<file path="config.mk">
export PLATFORM = sky130hd
export DESIGN_NAME = comm_hub
export DESIGN_NICKNAME = d
export VERILOG_FILES = /design/src/rtl/comm_hub.sv
export SDC_FILE = /design/constraint.sdc
export NUM_CORES = 1
export LEC_CHECK = 0
export ABC_AREA = 1
export ABC_CLOCK_PERIOD_IN_PS = 1700
export CAP_MARGIN = 20
export CORE_ASPECT_RATIO = 0.7
export CORE_MARGIN = 1
export CORE_UTILIZATION = 45
export CTS_BUF_LIST = sky130_fd_sc_hd__clkbuf_8
export DETAILED_ROUTE_END_ITERATION = 16
export MAX_ROUTING_LAYER = met4
export PLACE_DENSITY = 0.77
export SYNTH_ARGS = -nofsm -noshare
export SYNTH_HDL_FRONTEND = slang
export SYNTH_SLANG_ARGS = --single-unit
</file>
<file path="constraint.sdc">
create_clock -name clk -period 1.7 [get_ports clk]
set_clock_uncertainty 0.05 [all_clocks]
set_input_delay 0.17 -clock clk [delete_from_list [all_inputs] [get_ports clk]]
set_output_delay 0.17 -clock clk [all_outputs]
set_load 0.1 [all_outputs]
</file>
<file path="src/rtl/comm_hub.sv">
// Nibble-serial host hub: command decode, per-channel config and tx/rx words.
// One host transaction at a time; channel tx handshakes run independently.
module comm_hub #(
    parameter int N_CH   = 3,
    parameter int DATA_W = 16,
    parameter int CFG_W  = 12
) (
    input  logic                     clk,
    input  logic                     reset_n,
    input  logic [3:0]               data_in,
    input  logic                     data_en,
    output logic [3:0]               data_out,
    output logic [3:0]               data_op_en,
    output logic [N_CH*CFG_W-1:0]    ch_cfg,
    output logic [N_CH*DATA_W-1:0]   ch_tx_data,
    output logic [N_CH-1:0]          ch_tx_valid,
    input  logic [N_CH-1:0]          ch_tx_ready,
    input  logic [N_CH*DATA_W-1:0]   ch_rx_data,
    input  logic [N_CH-1:0]          ch_rx_valid,
    output logic [N_CH-1:0]          ch_rx_ack,
    input  logic [N_CH-1:0]          ch_busy,
    output logic                     cmd_error,
    output logic                     irq
);
    localparam int NIB  = DATA_W / 4;
    localparam int CNIB = CFG_W / 4;
    localparam int MAXN = (NIB > CNIB) ? NIB : CNIB;
    localparam int CW   = $clog2(MAXN + 1);
    localparam int SW   = (DATA_W > CFG_W) ? DATA_W : CFG_W;

    typedef enum logic [2:0] {IDLE, RD, ST, WR_CFG, WR_DATA} state_t;

    state_t                 st_q, st_d;
    logic [CW-1:0]          cnt_q, cnt_d;
    logic [1:0]             ch_q, ch_d;
    logic [SW-1:0]          sh_q, sh_d, sh_nx;
    logic [DATA_W-1:0]      rdw_q, rdw_d, rd_w, rxd_s;
    logic                   rdok_q, rdok_d, drop_q, drop_d;
    logic [3:0]             dout_q, dout_d, doe_q, doe_d;
    logic [N_CH*CFG_W-1:0]  cfg_q, cfg_d;
    logic [N_CH*DATA_W-1:0] txd_q, txd_d;
    logic [N_CH-1:0]        txv_q, txv_d, ack_q, ack_d;
    logic                   err_q, err_d;
    logic                   ch_ok, rxv_s, txv_s, bsy_s;

    assign data_out    = dout_q;
    assign data_op_en  = doe_q;
    assign ch_cfg      = cfg_q;
    assign ch_tx_data  = txd_q;
    assign ch_tx_valid = txv_q;
    assign ch_rx_ack   = ack_q;
    assign cmd_error   = err_q;
    assign irq         = (|ch_rx_valid) | err_q;

    always_ff @(posedge clk or negedge reset_n) begin
        if (!reset_n) begin
            st_q   <= IDLE;
            cnt_q  <= '0;
            ch_q   <= '0;
            sh_q   <= '0;
            rdw_q  <= '0;
            rdok_q <= 1'b0;
            drop_q <= 1'b0;
            dout_q <= '0;
            doe_q  <= '0;
            cfg_q  <= '0;
            txd_q  <= '0;
            txv_q  <= '0;
            ack_q  <= '0;
            err_q  <= 1'b0;
        end else begin
            st_q   <= st_d;
            cnt_q  <= cnt_d;
            ch_q   <= ch_d;
            sh_q   <= sh_d;
            rdw_q  <= rdw_d;
            rdok_q <= rdok_d;
            drop_q <= drop_d;
            dout_q <= dout_d;
            doe_q  <= doe_d;
            cfg_q  <= cfg_d;
            txd_q  <= txd_d;
            txv_q  <= txv_d;
            ack_q  <= ack_d;
            err_q  <= err_d;
        end
    end

    always_comb begin
        st_d   = st_q;
        cnt_d  = cnt_q;
        ch_d   = ch_q;
        sh_d   = sh_q;
        rdw_d  = rdw_q;
        rdok_d = rdok_q;
        drop_d = drop_q;
        dout_d = dout_q;
        doe_d  = doe_q;
        cfg_d  = cfg_q;
        txd_d  = txd_q;
        ack_d  = '0;
        err_d  = err_q;
        // a load below overrides the ready-driven clear
        txv_d  = txv_q & ~ch_tx_ready;
        sh_nx  = (sh_q << 4) | SW'(data_in);

        ch_ok = 1'b0;
        rxv_s = 1'b0;
        txv_s = 1'b0;
        bsy_s = 1'b0;
        rxd_s = '0;
        for (int k = 0; k < N_CH; k++) begin
            if (data_in[1:0] == 2'(k)) begin
                ch_ok = 1'b1;
                rxv_s = ch_rx_valid[k];
                txv_s = txv_q[k];
                bsy_s = ch_busy[k];
                rxd_s = ch_rx_data[k*DATA_W +: DATA_W];
            end
        end
        rd_w = rxv_s ? rxd_s : '0;

        unique case (st_q)
            IDLE: begin
                if (data_en && !ch_ok) begin
                    err_d = 1'b1;
                end else if (data_en) begin
                    ch_d  = data_in[1:0];
                    cnt_d = '0;
                    sh_d  = '0;
                    unique case (data_in[3:2])
                        2'b00: begin
                            st_d   = RD;
                            doe_d  = 4'hF;
                            rdok_d = rxv_s;
                            err_d  = err_q | ~rxv_s;
                            dout_d = rd_w[DATA_W-1 -: 4];
                            rdw_d  = rd_w << 4;
                            cnt_d  = CW'(NIB - 1);
                        end
                        2'b01: begin
                            st_d   = ST;
                            doe_d  = 4'hF;
                            dout_d = {rxv_s, txv_s, bsy_s, err_q};
                        end
                        2'b10: begin
                            st_d   = WR_DATA;
                            drop_d = txv_s;
                            err_d  = err_q | txv_s;
                        end
                        2'b11: st_d = WR_CFG;
                    endcase
                end
            end
            RD: begin
                if (cnt_q != '0) begin
                    dout_d = rdw_q[DATA_W-1 -: 4];
                    rdw_d  = rdw_q << 4;
                    cnt_d  = cnt_q - 1'b1;
                end else begin
                    doe_d = '0;
                    st_d  = IDLE;
                    for (int k = 0; k < N_CH; k++)
                        if (rdok_q && ch_q == 2'(k)) ack_d[k] = 1'b1;
                end
            end
            ST: begin
                doe_d = '0;
                st_d  = IDLE;
                err_d = 1'b0;
            end
            WR_CFG: begin
                if (data_en) begin
                    sh_d  = sh_nx;
                    cnt_d = cnt_q + 1'b1;
                    if (cnt_q == CW'(CNIB - 1)) begin
                        st_d  = IDLE;
                        cnt_d = '0;
                        for (int k = 0; k < N_CH; k++)
                            if (ch_q == 2'(k))
                                cfg_d[k*CFG_W +: CFG_W] = sh_nx[CFG_W-1:0];
                    end
                end
            end
            WR_DATA: begin
                if (data_en) begin
                    sh_d  = sh_nx;
                    cnt_d = cnt_q + 1'b1;
                    if (cnt_q == CW'(NIB - 1)) begin
                        st_d  = IDLE;
                        cnt_d = '0;
                        for (int k = 0; k < N_CH; k++) begin
                            if (!drop_q && ch_q == 2'(k)) begin
                                txd_d[k*DATA_W +: DATA_W] = sh_nx[DATA_W-1:0];
                                txv_d[k] = 1'b1;
                            end
                        end
                    end
                end
            end
            default: st_d = IDLE;
        endcase
    end
endmodule

</file>
==> flow_metrics.env <==
export IMPL_clock_root_buffer="clkbuf_8"
export IMPL_hpwl_mm=12.5
export IMPL_htree_levels=4
export IMPL_whs_ns=0.158
export IMPL_drt_iter0_drc=431
export IMPL_grt_start_max_net_pins=43
export IMPL_antenna_found_initial=0
export IMPL_die_area_sq_mm=0.0139
export IMPL_core_area_sq_mm=0.0128
export IMPL_vdd_ir_drop_max_uv=711
export IMPL_dieWidth_microns=140
export IMPL_crit_chain="inv_2, ha_4, inv_2, nor2_4, inv_2, nor2_4, nand4_4, clkbuf_16, nand2_2, o21ai_1"
export IMPL_start_util=0.473
export IMPL_slowest_delay_ns=0.40
export IMPL_setup_violations=9
export IMPL_netlist_top_cells_area="dfrtp_1 54%, nand2_1 16%, o21ai_0 7.0%"
export IMPL_timing_slew_headroom=0.692
export IMPL_drt_wl_total_mm=17.8
export IMPL_clockBufferDepth=2
export IMPL_seq_power_share=0.312
export IMPL_synth_avg_cell_area_sq_um=8.59
export IMPL_clockPowerShare=0.230
export IMPL_fin_crit_sh=1.02
export IMPL_drcViolationCount=0
export IMPL_die_h_microns=98.9
export IMPL_synth_seq_cells=130
export IMPL_io_buffers=163
export IMPL_maxSlewViolCount=0
export IMPL_synth_top_area_frac=0.539
export IMPL_grt_pass1_wl_mm=27.7
export IMPL_antenna_cells=0
export IMPL_critPathCaptureType="flop"
export IMPL_ioPinCount=164
export IMPL_cts_clk_slew_worst_paths_ns=0.08
export IMPL_wl_per_cell_microns=16.4
export IMPL_violations="negative setup slack"
export IMPL_ys_types=29
export IMPL_ys_warnings_count=0
export IMPL_ys_seq_area_frac=0.539
export IMPL_hold_class="primary input to asynchronous set/reset pin"
export IMPL_critPathLaunchType="flop"
export IMPL_multi_input_area_sq_mm=0.00249
export IMPL_power_leakage_nw=4.55
export IMPL_syn_area_sq_mm=0.00604
export IMPL_row_count=34
export IMPL_gp_congestion=0.926
export IMPL_crit_path_frequent_cell="inv_2"
export IMPL_worstMarginPinSlew_ns=0.461
export IMPL_dr_pass1_iters=7
export IMPL_cap_violations=0
export IMPL_syn_nets=778
export IMPL_grt_overflow=0
export IMPL_cts_buffers=17
export IMPL_grt_use_total=0.269
export IMPL_p_comb_frac=0.458
export IMPL_fmax_mhz=576
export IMPL_p_int_mw=7.23
export IMPL_cp_max_fo=6
export IMPL_crit_type="flop to flop"
export IMPL_dp_cells=1044
export IMPL_fillers=810
export IMPL_vias=5648
export IMPL_syn2layout_area_growth_pct=62.6
export IMPL_clk_latency_ns=0.45
export IMPL_syn_inst=703
export IMPL_status="finished, violations left"
export IMPL_slowest_stage="dfrtp_1"
export IMPL_final_layout_size_suffix_gt1_frac=0.279
export IMPL_path_delay_family="simple AND/OR/NAND/NOR gates"
export IMPL_fin_nets=986
export IMPL_antenna_left=0
export IMPL_setup_ws_ns=-0.0365
export IMPL_swShare=0.436
export IMPL_synth_top_cell_by_area="dfrtp_1"
export IMPL_p_switching_mw=5.58
export IMPL_routed_via_density=5.20
export IMPL_grt_pass1_vias=5388
export IMPL_ff_latch_area_sq_mm=0.00326
export IMPL_crit_buf_inv=4
export IMPL_cp_required_ns=1.98
export IMPL_cts_tree="done"
export IMPL_min_period_ns=1.74
export IMPL_rsz0062_at_grt="yes"
export IMPL_final_cells=1086
export IMPL_cp_arrival_ns=2.02
export IMPL_powerDensity_mw_per_mm2=1310
export IMPL_hold_viol=0
export IMPL_dp_worst_setup_slack_ns=-0.107
export IMPL_cts_sinks=130
## cells by family (layout without fill, tap and decap cells)
family                     after synthesis  count (layout)  share of synthesized area
AOI/OAI and AO/OA                      125             125                      0.105
xor gates and xnor gates                 1               1                    0.00145
adders and majority gates               11              11                     0.0228
buffers and inverters                   80             301                     0.0643
DFF                                    130             130                      0.539
and+or+nand+nor                        356             356                      0.267
## placed cells by master (no fill, tap or decap), drive strengths merged
master / netlist / final
nand2: 258 / 258
buf: 27 / 154
dfrtp: 130 / 130
o21ai: 113 / 113
clkdlybuf4s50: 0 / 62
inv: 50 / 55
nand3: 53 / 53
nor2: 34 / 34
clkbuf: 3 / 19
ha: 11 / 11
a21oi: 8 / 8
nand4: 7 / 7
clkinv: 0 / 6
bufinv: 0 / 4
o22ai: 2 / 2
nor3: 2 / 2
nand3b: 1 / 1
a31oi: 1 / 1
or2: 1 / 1
xnor2: 1 / 1
o211ai: 1 / 1
dlygate4sd3: 0 / 1
## registers in the layout (all words and copies together) (netlist names), 2 cells and up
signal	flops
ch_cfg	36
ch_q	2
ch_rx_ack	3
ch_tx_data	48
ch_tx_valid	3
cnt_q	3
data_out	4
rdw_q	12
sh_q	12
st_q	3
## path summary, 6_finish.rpt
kind	from	to	slack, ns	cells after the start
min in group clk	ch_tx_ready[0]	ch_tx_valid[0]$_DFF_PN0_	0.25	2
hold / removal	reset_n	ch_cfg[1]$_DFFE_PN0P_	0.16	2
setup / recovery	cnt_q[0]$_DFFE_PN0P_	ch_cfg[7]$_DFFE_PN0P_	-0.04	10
setup reg to reg	cnt_q[0]$_DFFE_PN0P_	ch_cfg[7]$_DFFE_PN0P_	-0.04	10
max in group asynchronous	reset_n	ch_cfg[14]$_DFFE_PN0P_	0.86	3
hold reg to reg	rdw_q[15]$_DFFE_PN0P_	rdw_q[15]$_DFFE_PN0P_	0.44	2
## through the flow
| step | area, sq um | setup TNS (ns) | util | total power, mW |
|---|---|---|---|---|
| detailed placement | 9150 | -3.48 | 0.717 | 9.62 |
| floorplan | 6060 | -0.105 | - | 7.46 |
| global placement | 9150 | -0.572 | 0.717 | 9.52 |
| global route | 9810 | -2.17 | 0.769 | 13.4 |
| finish | 9810 | -0.167 | 0.769 | 12.8 |
| CTS | 9600 | 0 | 0.753 | 12.6 |
## power groups by stage
stage	clock network (mW)	registers [mW]	logic, mW
after floorplan	0	5.40	2.05
after global placement	0	4.04	5.48
after detailed placement	0	4.04	5.58
after CTS	2.94	3.99	5.62
after global routing	3.11	4.05	6.23
final	2.95	4.00	5.87
## area by class of cell
| class | instances | share of cell area |
|---|---|---|
| clock buffers | 17 | 0.0238 |
| clock inverters | 15 | 0.0208 |
| inverters | 50 | 0.0194 |
| multi-input cells | 493 | 0.254 |
| flip-flops and latches | 130 | 0.332 |
| well taps | 162 | 0.0207 |
| repair buffers | 219 | 0.329 |
## layer usage
layer  track usage  share of wire  up-vias
li1              -              -     2676
met1         0.375           0.46     2720
met2         0.392           0.46      234
met3        0.0748          0.073       18
met5             -              0        -
met4        0.0600         0.0094        0
## timing repair
item,in CTS,in global routing
setup buffers,1,5
resized for setup,1,49
setup endpoints to repair,21,64
cloned,0,3
endpoints found under the hold margin,130,0
hold buffers,1,0
pin swaps,1,6
## cell usage after synthesis, drive strengths merged
cell	instances
nor2	34
o22ai	2
o211ai	1
dfrtp	130
or2	1
a21oi	8
nand3	53
a31oi	1
xnor2	1
nand3b	1
nand2	258
inv	50
nor3	2
nand4	7
ha	11
buf	27
clkbuf	3
o21ai	113
(Power assumes the default switching activity.)
